===== config.mk =====
export PLATFORM = sky130hd
export DESIGN_NAME = alu_writeback
export DESIGN_NICKNAME = d
export VERILOG_FILES = /design/src/rtl/alu_writeback_pkg.sv /design/src/rtl/alu_wb_fifo.sv /design/src/rtl/alu_writeback.sv
export SDC_FILE = /design/constraint.sdc
export NUM_CORES = 1
export LEC_CHECK = 0
export ABC_AREA = 1
export BUFFER_PORTS_ARGS = -buffer_cell sky130_fd_sc_hd__buf_4
export CORE_MARGIN = 2
export CORE_UTILIZATION = 50
export CTS_CLUSTER_DIAMETER = 60
export CTS_CLUSTER_SIZE = 28
export DETAILED_ROUTE_END_ITERATION = 8
export PLACE_DENSITY = 0.78
export SLEW_MARGIN = 25
export SYNTH_ARGS = -nofsm -noshare
export SYNTH_HDL_FRONTEND = slang
export SYNTH_SLANG_ARGS = --single-unit

===== constraint.sdc =====
create_clock -name i_clk -period 3.8 [get_ports i_clk]
set_input_delay 0.57 -clock i_clk [delete_from_list [all_inputs] [get_ports i_clk]]
set_output_delay 0.57 -clock i_clk [all_outputs]
set_load 0.05 [all_outputs]

===== src/rtl/alu_writeback_pkg.sv =====
// Shared types, op codes and address constants for the ALU writeback stage.
// The flag-mask decode is kept here so the producer and this stage agree on it.
package alu_writeback_pkg;

    localparam int ALU_CS_LEN = 3;

    localparam logic [ALU_CS_LEN:0] ALU_CS_NOP      = 4'd0;
    localparam logic [ALU_CS_LEN:0] ALU_CS_ADD      = 4'd1;
    localparam logic [ALU_CS_LEN:0] ALU_CS_ADDC     = 4'd2;
    localparam logic [ALU_CS_LEN:0] ALU_CS_SUB      = 4'd3;
    localparam logic [ALU_CS_LEN:0] ALU_CS_AND      = 4'd4;
    localparam logic [ALU_CS_LEN:0] ALU_CS_XOR      = 4'd5;
    localparam logic [ALU_CS_LEN:0] ALU_CS_OR       = 4'd6;
    localparam logic [ALU_CS_LEN:0] ALU_CS_SHIFT_OP = 4'd7;

    localparam logic [7:0] ACC_ADDR_DEF = 8'hE0;
    localparam logic [7:0] PSW_ADDR_DEF = 8'hD0;

    localparam int PSW_CY  = 7;
    localparam int PSW_AC  = 6;
    localparam int PSW_F0  = 5;
    localparam int PSW_RS1 = 4;
    localparam int PSW_RS0 = 3;
    localparam int PSW_OV  = 2;
    localparam int PSW_F1  = 1;
    localparam int PSW_P   = 0;

    // One buffered result; mask bit order is {CY, AC, OV}
    typedef struct packed {
        logic [2:0] mask;
        logic       c;
        logic       ac;
        logic       ov;
        logic [7:0] dest;
        logic [7:0] data;
    } wb_entry_t;

    localparam int ENTRY_W = $bits(wb_entry_t);

    function automatic logic [2:0] flag_mask(input logic [ALU_CS_LEN:0] op);
        logic [2:0] m;
        case (op)
            ALU_CS_ADD, ALU_CS_ADDC, ALU_CS_SUB: m = 3'b111;
            ALU_CS_AND, ALU_CS_XOR, ALU_CS_OR,
            ALU_CS_SHIFT_OP, ALU_CS_NOP:         m = 3'b000;
            default:                             m = 3'b000;
        endcase
        return m;
    endfunction

endpackage


===== src/rtl/alu_wb_fifo.sv =====
// Two-entry skid FIFO with toggling 1-bit pointers and a 0..2 occupancy count.
// Push while full and pop while empty are ignored.
module alu_wb_fifo #(
    parameter int WIDTH = 22,
    parameter int DEPTH = 2
) (
    input  logic             clk,
    input  logic             rst,
    input  logic             push,
    input  logic [WIDTH-1:0] wdata,
    input  logic             pop,
    output logic             full,
    output logic             empty,
    output logic [WIDTH-1:0] head
);

    localparam logic [1:0] DEPTH_CNT = 2'(DEPTH);

    logic [WIDTH-1:0] mem_r [2];
    logic             wr_ptr_r;
    logic             rd_ptr_r;
    logic [1:0]       count_r;
    logic             push_ok_s;
    logic             pop_ok_s;

    assign full      = (count_r == DEPTH_CNT);
    assign empty     = (count_r == 2'd0);
    assign push_ok_s = push & ~full;
    assign pop_ok_s  = pop & ~empty;
    assign head      = mem_r[rd_ptr_r];

    // Storage, pointers and occupancy; cleared entries make head read as zero after reset
    always_ff @(posedge clk or posedge rst) begin
        if (rst) begin
            mem_r[0] <= '0;
            mem_r[1] <= '0;
            wr_ptr_r <= 1'b0;
            rd_ptr_r <= 1'b0;
            count_r  <= 2'd0;
        end else begin
            if (push_ok_s) begin
                mem_r[wr_ptr_r] <= wdata;
                wr_ptr_r        <= ~wr_ptr_r;
            end
            if (pop_ok_s) begin
                rd_ptr_r <= ~rd_ptr_r;
            end
            case ({push_ok_s, pop_ok_s})
                2'b10:   count_r <= count_r + 2'd1;
                2'b01:   count_r <= count_r - 2'd1;
                default: count_r <= count_r;
            endcase
        end
    end

endmodule


===== src/rtl/alu_writeback.sv =====
// Buffers ALU results, writes them to the RAM/SFR bus and keeps in-order
// ACC and PSW shadows; P is always the even parity of the ACC shadow.
module alu_writeback
    import alu_writeback_pkg::*;
#(
    parameter int         DEPTH    = 2,
    parameter logic [7:0] ACC_ADDR = 8'hE0,
    parameter logic [7:0] PSW_ADDR = 8'hD0,
    parameter logic [7:0] PSW_RST  = 8'h00
) (
    input  logic                  i_clk,
    input  logic                  i_rst,
    input  logic                  i_valid,
    output logic                  o_ready,
    input  logic [ALU_CS_LEN:0]   i_operation,
    input  logic [7:0]            i_des1,
    input  logic                  i_desC,
    input  logic                  i_desAc,
    input  logic                  i_desOv,
    input  logic [7:0]            i_dest,
    output logic                  o_wr_en,
    input  logic                  i_wr_ready,
    output logic [7:0]            o_wr_addr,
    output logic [7:0]            o_wr_data,
    input  logic                  i_sfr_wr_en,
    input  logic [7:0]            i_sfr_wr_addr,
    input  logic [7:0]            i_sfr_wr_data,
    output logic [7:0]            o_psw,
    output logic [7:0]            o_acc
);

    wb_entry_t   in_entry_s;
    wb_entry_t   head_s;
    logic        full_s;
    logic        empty_s;
    logic        push_s;
    logic        pop_s;
    logic        ready_r;
    logic [7:0]  acc_r;
    logic [7:1]  psw_r;
    logic [7:0]  acc_n_s;
    logic [7:1]  psw_n_s;

    // Flag mask is decoded once at capture and travels with the entry
    always_comb begin
        in_entry_s      = '0;
        in_entry_s.mask = flag_mask(i_operation);
        in_entry_s.c    = i_desC;
        in_entry_s.ac   = i_desAc;
        in_entry_s.ov   = i_desOv;
        in_entry_s.dest = i_dest;
        in_entry_s.data = i_des1;
    end

    assign push_s = i_valid & o_ready;
    assign pop_s  = o_wr_en & i_wr_ready;

    alu_wb_fifo #(
        .WIDTH (ENTRY_W),
        .DEPTH (DEPTH)
    ) u_fifo (
        .clk   (i_clk),
        .rst   (i_rst),
        .push  (push_s),
        .wdata (in_entry_s),
        .pop   (pop_s),
        .full  (full_s),
        .empty (empty_s),
        .head  (head_s)
    );

    // Holds o_ready low through reset and until the first edge after release
    always_ff @(posedge i_clk or posedge i_rst) begin
        if (i_rst) begin
            ready_r <= 1'b0;
        end else begin
            ready_r <= 1'b1;
        end
    end

    assign o_ready   = ready_r & ~full_s;
    assign o_wr_en   = ~empty_s;
    assign o_wr_addr = head_s.dest;
    assign o_wr_data = head_s.data;

    // Snoop applied first, then the pop overrides only the bits it owns
    always_comb begin
        acc_n_s = acc_r;
        psw_n_s = psw_r;
        if (i_sfr_wr_en && (i_sfr_wr_addr == ACC_ADDR)) begin
            acc_n_s = i_sfr_wr_data;
        end else if (i_sfr_wr_en && (i_sfr_wr_addr == PSW_ADDR)) begin
            psw_n_s = i_sfr_wr_data[7:1];
        end else begin
            acc_n_s = acc_r;
        end
        if (pop_s) begin
            if (head_s.dest == ACC_ADDR) begin
                acc_n_s = head_s.data;
            end else begin
                acc_n_s = acc_n_s;
            end
            if (head_s.dest == PSW_ADDR) begin
                psw_n_s = head_s.data[7:1];
            end else begin
                if (head_s.mask[2]) psw_n_s[PSW_CY] = head_s.c;
                else                psw_n_s[PSW_CY] = psw_n_s[PSW_CY];
                if (head_s.mask[1]) psw_n_s[PSW_AC] = head_s.ac;
                else                psw_n_s[PSW_AC] = psw_n_s[PSW_AC];
                if (head_s.mask[0]) psw_n_s[PSW_OV] = head_s.ov;
                else                psw_n_s[PSW_OV] = psw_n_s[PSW_OV];
            end
        end else begin
            psw_n_s = psw_n_s;
        end
    end

    // Shadow registers
    always_ff @(posedge i_clk or posedge i_rst) begin
        if (i_rst) begin
            acc_r <= 8'h00;
            psw_r <= PSW_RST[7:1];
        end else begin
            acc_r <= acc_n_s;
            psw_r <= psw_n_s;
        end
    end

    assign o_acc = acc_r;
    assign o_psw = {psw_r, ^acc_r};

endmodule


==> results of run 1 <==
-- power by group through the flow --
stage	logic (mW)	registers [mW]	clock network, mW
after global routing	2.15	1.06	0.726
final	1.99	1.03	0.693
after CTS	2.00	1.02	0.697
after global placement	1.96	1.02	0
after detailed placement	1.99	1.03	0
after floorplan	1.42	1.13	0
-- state kept, by name, indices dropped and copies added (netlist names) --
| name | count |
|---|---|
| u_fifo.rd_ptr_r | 1 |
| u_fifo.mem_r | 40 |
| ready_r | 1 |
| psw_r | 7 |
| o_acc | 8 |
| u_fifo.count_r | 2 |
| u_fifo.wr_ptr_r | 1 |
-- logic make-up after synthesis --
kind of cell	count (synthesis)	synth area share, %
flip-flops	60	46.0
buffers and inverters	69	10.2
XOR/XNOR	10	2.68
other	1	0.115
AND/OR/NAND/NOR	226	30.8
adder cells (fa/ha/maj)	1	0.383
AO/OA/AOI/OAI	51	9.92
-- placed cells by master (no fill, tap or decap), drive strengths merged --
cell type,count
bufinv,3
xor2,3
o21a,1
clkbuf,10
nand3b,1
or2,3
a21oi,4
inv,54
nand3,19
dfrtp,60
ha,1
nor2,12
clkinv,4
nand2,187
a21boi,1
o21ai,45
xnor2,7
nor3,4
conb,1
buf,79
-- worst paths after layout --
kind	from	to	slack [ps]	cells after the start
max	u_fifo.rd_ptr_r	o_wr_data[7]	1500	4
min in group i_clk	i_des1[3]	u_fifo.mem_r[3]	440	3
min	i_rst	psw_r[7]	390	2
max reg2reg	u_fifo.count_r[0]	u_fifo.mem_r[28]	1960	7
max in group asynchronous	i_rst	u_fifo.mem_r[13]	2610	3
min reg2reg	u_fifo.mem_r[40]	u_fifo.mem_r[40]	470	2
-- per-stage QoR --
stage	std cells	util [%]	hold slack [ps]	cell area (sq um)
CTS	576	64.3	418	4080
finish	576	64.3	393	4080
detailed placement	561	60.5	454	3840
floorplan	418	-	434	3270
global placement	561	60.5	449	3840
global route	576	64.3	440	4080
-- synth_stat cells (2+ instances only) --
cell     count  area share (%)
nor3_1       2            0.31
nand2_4      2            0.69
nand2_1    177              20
dfrtp_1     60              46
o21ai_0     31             4.8
nor2_8       2             1.2
nand2_2      8             1.5
nor2_2       2            0.38
o21ai_2     14             3.8
nor2_1       6            0.69
xor2_1       3            0.80
or2_2        3            0.57
buf_2        3            0.46
nor2_4       2            0.69
inv_1       49             5.6
buf_4        4            0.92
inv_2        4            0.46
nand3_1     18             2.8
buf_6        6             2.1
xnor2_1      7             1.9
a21oi_1      4            0.61
-- critical path, cell delays in order, from the launching register on --
cell and delay (ps):
dfrtp_1 380, buf_4 230, o21ai_0 410, inv_1 150, buf_4 220
-- layer usage --
metal / up-vias / share of wire, % / wire (um) / global-route usage [%]
met2: 73 / 49 / 3500 / 35.4
met4: 0 / 1.6 / 112 / 8.66
met5: - / 0 / 0 / 0
met3: 10 / 5.1 / 367 / 4.67
met1: 1282 / 44 / 3150 / 26.6
li1: 1429 / - / - / -
-- final cells by class --
cell class                      count  area, sq um
Clock buffer                       10          138
Clock inverter                      5          100
Fill cell                         544         2270
Inverter                           56          219
Multi-Input combinational cell    289         1430
Sequential cell                    60         1500
Tap cell                           77         96.3
Timing Repair Buffer               79          593
==> out/results.ini, run 1 <==
[setup_path]
end_kind = primary output
worstPathMaxFanout = 28
arrival_ps = 1730
required_ps = 3230
path_class = reg -> out
cp-start-kind = flip-flop

[clocking]
cts_tree = done
post-cts-setup-buffers = 0
clock_sinks = 60
clk_pin_slew_ps = 70
cts_max_level = 3
clk_path_buf_depth = 2
clkLatencyLatePin_ps = 330
cts_resized = 0
numCtsBuffers = 9
cts-root-buf = clkbuf_8
cts_hold_buf = 0

[grt]
grt_use_total_pct = 21.1
grt_remaining_overflow = 0
grt_pass1_wl_um = 12000
grt_max_degree = 40
grt_pass1_vias = 2744
grt_antenna_before_repair = 0

[die]
die_h_um = 84.8
num_io_pins = 78
core_sq_mm = 0.00635
rows = 29
die_x_um = 84.8
initial_core_util_pct = 51.4
dieArea_sq_mm = 0.00719

[power]
power_leakage_nw = 2.28
power_frac_seq_pct = 27.6
p_int_mw = 1.94
power_mw = 3.71
power.net_switching_mw = 1.77
vdd_drop_max_mv = 0.653
combPwrFrac_pct = 53.7
p_sw_share_pct = 47.7
clkPwrFrac_pct = 18.7
p_per_area_mw_per_mm2 = 909

[drt]
drcViolationCount = 0
drt_wl_total_um = 7130
ant_nets = 0
routedWlPerCell_um = 12.4
vias_per_cell = 4.85
first_pass_iters = 4
drtIter0Drc = 175
vias = 2794

[sta]
worst_slew_pin_slew_ps = 801
fin_setup_tns_ps = 0
layout_min_cycle_time_ps = 2300
fmax_ghz = 0.434
finalHoldViolations = 0
timing.final.crit_share_pct = 60.6
setup_viol = 0
fin_skew_ps = 3.54
postLayoutSetupSlackWorst_ps = 1500
finalMaxSlewViolations = 0
maxSlewHeadroom_pct = 46.5
rsz0062_at_grt = false

[place]
dp_hpwl_um = 5190
place.port_buffers = 77
gp_congestion = 0.813
pre_cts_slack_ps = 1950

[flow_run]
drv_cap = 0

[synthesis]
ys_warn_count = 0
synth_area_sq_mm = 0.00327
synth_nets = 463
ys_types = 32
synth-edff-count = 0
syn_inst = 418
async_reset_ff_share_pct = 100
yosysSeqAreaShare_pct = 46.0
synth_ff_type = dfrtp_1
ys_ff_latch = 60
synth.avg_cell_area_sq_um = 7.81

[run_status]
status = complete, no violations

[layout]
syn_to_final_growth_pct = 24.9
layout.nets = 540
layout-drive-gt1-share_pct = 27.9
insertedDiodeCount = 0

[hold_path]
hold_path.class = in -> async

(Power assumes the default switching activity.)
==> run 2, diff against run 1 <==
==> constraint.sdc (replaced) <==
create_clock -name i_clk -period 2.38 [get_ports i_clk]
set_input_delay 0.357 -clock i_clk [delete_from_list [all_inputs] [get_ports i_clk]]
set_output_delay 0.357 -clock i_clk [all_outputs]
set_load 0.05 [all_outputs]
==> out/results.ini, run 2 (same netlist as run 1, synthesis figures left out) <==
[run_status]
status = complete, no violations

[sta]
maxSlewHeadroom_pct = 56.1
worst_slew_pin_slew_ps = 657
timing.final.crit_share_pct = 88.8
setup_viol = 0
fmax_ghz = 0.473
finalHoldViolations = 0
rsz0062_at_grt = false
fin_skew_ps = 9.79
layout_min_cycle_time_ps = 2110
finalMaxSlewViolations = 0
fin_setup_tns_ps = 0

[grt]
grt_max_degree = 32
grt_pass1_wl_um = 12300
grt_antenna_before_repair = 0
grt_remaining_overflow = 0
grt_pass1_vias = 2777
grt_use_total_pct = 21.5

[setup_path]
path_cells = buf_4, inv_2, or2_2, o21ai_0, inv_1, buf_4
rr_startpoint = u_fifo.rd_ptr_r
arrival_ps = 1760
path_class = reg -> out
cp-start-kind = flip-flop
crit_path_max_incr_delay_ps = 340
slowest_stage = dfrtp_1
worstReg2RegEnd = psw_r[7]
cp_num_buf_inv = 4
r2r_cells = 11
regToRegSetupSlack_ps = 700
required_ps = 2020
crit_family = buffers and inverters
crit_top_cell = buf_4
worstPathMaxFanout = 15
end_kind = primary output

[flow_run]
drv_cap = 0

[layout]
syn_to_final_growth_pct = 24.5
final_common_cell = nand2_1
final_cell_mix = nand2_1 (177), buf_4 (80), dfrtp_1 (60), inv_1 (48), o21ai_0 (31)
largest-register = u_fifo.mem_r
layout.nets = 542
layout-drive-gt1-share_pct = 27.5
insertedDiodeCount = 0
largest_reg_flops = 40
post-route-util_pct = 64.0

[power]
power_mw = 5.78
power_leakage_nw = 2.27
p_per_area_mw_per_mm2 = 1420
vdd_drop_max_mv = 0.986

[clocking]
clk_path_buf_depth = 2
post-cts-setup-buffers = 0
numCtsBuffers = 9
clk_pin_slew_ps = 70
clock_sinks = 60
cts_max_level = 3
cts-root-buf = clkbuf_8
cts_resized = 0
clkLatencyLatePin_ps = 340
cts_hold_buf = 0
cts_tree = done

[drt]
drcViolationCount = 0
routedWlPerCell_um = 12.7
drt_wl_total_um = 7350
first_pass_iters = 5
ant_nets = 0
drtIter0Drc = 178
vias_per_cell = 4.92
vias = 2848

[place]
dp_hpwl_um = 5290
place.port_buffers = 77
gp_congestion = 0.840

[die]
die_x_um = 84.8
rows = 29
dieArea_sq_mm = 0.00719
initial_core_util_pct = 51.4
die_h_um = 84.8
num_io_pins = 78
core_sq_mm = 0.00635

[hold_path]
hold_path.class = in -> async

## run 2: changes by cell type in the layout (fill, tap and decap cells not counted)
cell / before / now
clkbuf_1: 0 / 4
clkbuf_8: 10 / 11
clkinv_2: 3 / 1
bufinv_16: 3 / 1
buf_4: 79 / 80
buf_12: 0 / 1
## run 2: per-stage QoR
stage	area, sq um	setup slack (ps)	hold WS (ps)	std cells
after global placement	3870	660	451	563
after floorplan	3270	139	434	418
final	4070	267	112	579
after CTS	4070	257	139	579
after detailed placement	3870	617	461	563
after global routing	4070	162	177	579
## run 2: layout make-up
type	count	area [sq um]
fillers	536	2280
flip-flops and latches	60	1500
multi-input cells	289	1430
repair buffers	81	621
inverters	56	219
clock buffers	15	166
well taps	77	96.3
clock inverters	1	30.0
## run 2: how the worst max path moves through the flow
stage,startpoint,to,slack [ps],cells past startpoint
final,u_fifo.rd_ptr_r,o_wr_data[6],270,6
after detailed placement,u_fifo.rd_ptr_r,o_wr_data[6],620,6
after global routing,u_fifo.rd_ptr_r,o_wr_data[7],160,6
after floorplan,u_fifo.rd_ptr_r,o_wr_data[1],140,3
after CTS,u_fifo.rd_ptr_r,o_wr_data[6],260,6
after global placement,u_fifo.rd_ptr_r,o_wr_data[6],660,6
## run 2: power by group
part           total, mW  switching (mW)  leakage (nW)  internal (mW)
registers           1.64           0.209         0.759           1.43
clock network      0.929           0.385        0.0979          0.543
logic               3.22            2.24          1.41          0.973
total               5.78            2.84          2.27           2.95
## run 2: layer usage
metal | share of wire (%) | global-route usage (%)
met1 | 43 | 27.0
met2 | 49 | 35.8
met5 | 0 | 0
met3 | 6.2 | 5.25
met4 | 1.9 | 8.95
## run 2: worst register-to-register path: cells and delay by family (launching register included)
| family | cells | cell delay, ps |
|---|---|---|
| buffers and inverters | 3 | 430 |
| and+or+nand+nor | 8 | 770 |
| DFF | 1 | 370 |
==> run 3, diff against run 2 <==
--- a/config.mk
+++ b/config.mk
@@ -5,14 +5,13 @@
 export SDC_FILE = /design/constraint.sdc
 export NUM_CORES = 1
 export LEC_CHECK = 0
-export ABC_AREA = 1
 export BUFFER_PORTS_ARGS = -buffer_cell sky130_fd_sc_hd__buf_4
 export CORE_MARGIN = 2
 export CORE_UTILIZATION = 50
 export CTS_CLUSTER_DIAMETER = 60
 export CTS_CLUSTER_SIZE = 28
 export DETAILED_ROUTE_END_ITERATION = 8
-export PLACE_DENSITY = 0.78
+export PLACE_DENSITY = 0.79
 export SLEW_MARGIN = 25
 export SYNTH_ARGS = -nofsm -noshare
 export SYNTH_HDL_FRONTEND = slang
==> out/results.ini, run 3 <==
[run_status]
status = complete, no violations

[sta]
maxSlewHeadroom_pct = 56.9
setup_viol = 0
worst_slew_pin_slew_ps = 646
fmax_ghz = 0.502
timing.final.crit_share_pct = 83.7
finalMaxSlewViolations = 0
layout_min_cycle_time_ps = 1990
rsz0062_at_grt = false
finalHoldViolations = 0
fin_setup_tns_ps = 0
fin_skew_ps = 5.76

[clocking]
cts-root-buf = clkbuf_8
cts_max_level = 3
clk_path_buf_depth = 2
clkLatencyLatePin_ps = 330
cts_resized = 0
clk_pin_slew_ps = 70
cts_hold_buf = 0
cts_tree = done
post-cts-setup-buffers = 0
clock_sinks = 60
numCtsBuffers = 9

[synthesis]
synth_largest_area_cell = dfrtp_1
synthMostInstantiatedCell = dfrtp_1
synth_area_sq_mm = 0.00291
synth-edff-count = 0
synthTopCellsByArea = dfrtp_1 (52%), mux2_2 (18%), mux2i_1 (12%)
ys_types = 33
ys_ff_latch = 60
synth.avg_cell_area_sq_um = 12.8
ys_warn_count = 0
async_reset_ff_share_pct = 100
synth_ff_type = dfrtp_1
synth_nets = 272
yosysSeqAreaShare_pct = 51.6
synthTopCellsByCount = dfrtp_1 (60), mux2_2 (47), mux2i_1 (35)
syn_inst = 227
yosys.area.top_type_share_pct = 51.6

[die]
rows = 27
dieArea_sq_mm = 0.00645
die_h_um = 80.3
num_io_pins = 78
die_x_um = 80.3
core_sq_mm = 0.00557
initial_core_util_pct = 52.2

[setup_path]
path_class = reg -> out
cp_num_buf_inv = 3
arrival_ps = 1640
required_ps = 2020
rr_startpoint = u_fifo.rd_ptr_r
regToRegSetupSlack_ps = 480
end_kind = primary output
slowest_stage = dfrtp_1
path_cells = buf_4, mux2i_1, inv_1, buf_4
crit_top_cell = buf_4
worstReg2RegEnd = psw_r[2]
cp-start-kind = flip-flop
r2r_cells = 5
crit_family = buffers and inverters
crit_path_max_incr_delay_ps = 400
worstPathMaxFanout = 16

[drt]
first_pass_iters = 4
vias_per_cell = 5.24
ant_nets = 0
drcViolationCount = 0
drtIter0Drc = 112
routedWlPerCell_um = 16.1
vias = 2035
drt_wl_total_um = 6260

[place]
place.port_buffers = 77
dp_hpwl_um = 4730
place_inst = 372
gp_congestion = 0.788

[power]
vdd_drop_max_mv = 1.27
p_int_mw = 3.24
power_leakage_nw = 1.88
power.net_switching_mw = 2.81
power_mw = 6.05
clkPwrFrac_pct = 13.8
p_per_area_mw_per_mm2 = 1610
power_frac_seq_pct = 30.2
p_sw_share_pct = 46.4
combPwrFrac_pct = 56.0

[layout]
final_common_cell = buf_4
largest-register = u_fifo.mem_r
insertedDiodeCount = 0
fin_cells = 388
layout.nets = 356
syn_to_final_growth_pct = 29.4
layout-drive-gt1-share_pct = 48.1
largest_reg_flops = 40
final_cell_mix = buf_4 (82), dfrtp_1 (60), mux2_2 (47), mux2i_1 (35), nand2_1 (15)

[flow_run]
drv_cap = 0

[hold_path]
hold_path.class = in -> async

[grt]
grt_max_degree = 32
grt_antenna_before_repair = 0
grt_pass1_vias = 2058
grt_remaining_overflow = 0
grt_use_total_pct = 20.6
grt_pass1_wl_um = 10000

run 3: layout make-up:
cell class,count,area (sq um)
Fill cell,450,1810
Sequential cell,60,1500
Multi-Input combinational cell,145,1310
Timing Repair Buffer,83,636
Clock buffer,15,176
Tap cell,72,90.1
Inverter,12,45.0
Clock inverter,1,5.00
run 3: power groups by stage:
stage                     Combinational [mW]  Sequential (mW)  Clock, mW
final                                   3.39             1.82      0.835
after global placement                  3.35             1.81          0
after CTS                               3.43             1.82      0.850
after detailed placement                3.41             1.84          0
after global routing                    3.59             1.88      0.899
after floorplan                         2.22             2.07          0
run 3: how the worst max path moves through the flow:
stage                            from                to  slack (ps)  cells past startpoint
floorplan           u_fifo.count_r[0]  u_fifo.mem_r[10]         200                      5
global placement     i_sfr_wr_addr[1]          psw_r[7]         330                      6
detailed placement   i_sfr_wr_addr[1]          psw_r[7]         210                      6
CTS                   u_fifo.rd_ptr_r      o_wr_data[6]         380                      4
global route          u_fifo.rd_ptr_r      o_wr_data[6]         270                      4
finish                u_fifo.rd_ptr_r      o_wr_data[6]         390                      4
run 3: stage by stage:
stage	instance area, sq um	setup WS [ps]	hold slack (ps)	utilization (%)
floorplan	2910	202	444	-
global placement	3580	331	463	64.3
detailed placement	3580	210	468	64.3
CTS	3770	377	138	67.6
global route	3770	268	178	67.6
finish	3770	387	120	67.6
run 3: cells by family after synthesis:
group | count (synthesis) | synth area share, %
DFF | 60 | 51.6
muxes | 83 | 30.7
xor gates and xnor gates | 11 | 3.31
buffers and inverters | 22 | 3.35
AOI/OAI and AO/OA | 13 | 2.97
other | 1 | 0.129
and+or+nand+nor | 36 | 7.52
adders and majority gates | 1 | 0.430
run 3: metal layers:
| layer | vias up | GRT usage, % | routed length (um) |
|---|---|---|---|
| met5 | - | 0 | 0 |
| met1 | 987 | 27.5 | 2820 |
| li1 | 968 | - | - |
| met3 | 7 | 3.60 | 344 |
| met2 | 73 | 33.3 | 3000 |
| met4 | 0 | 8.31 | 92 |
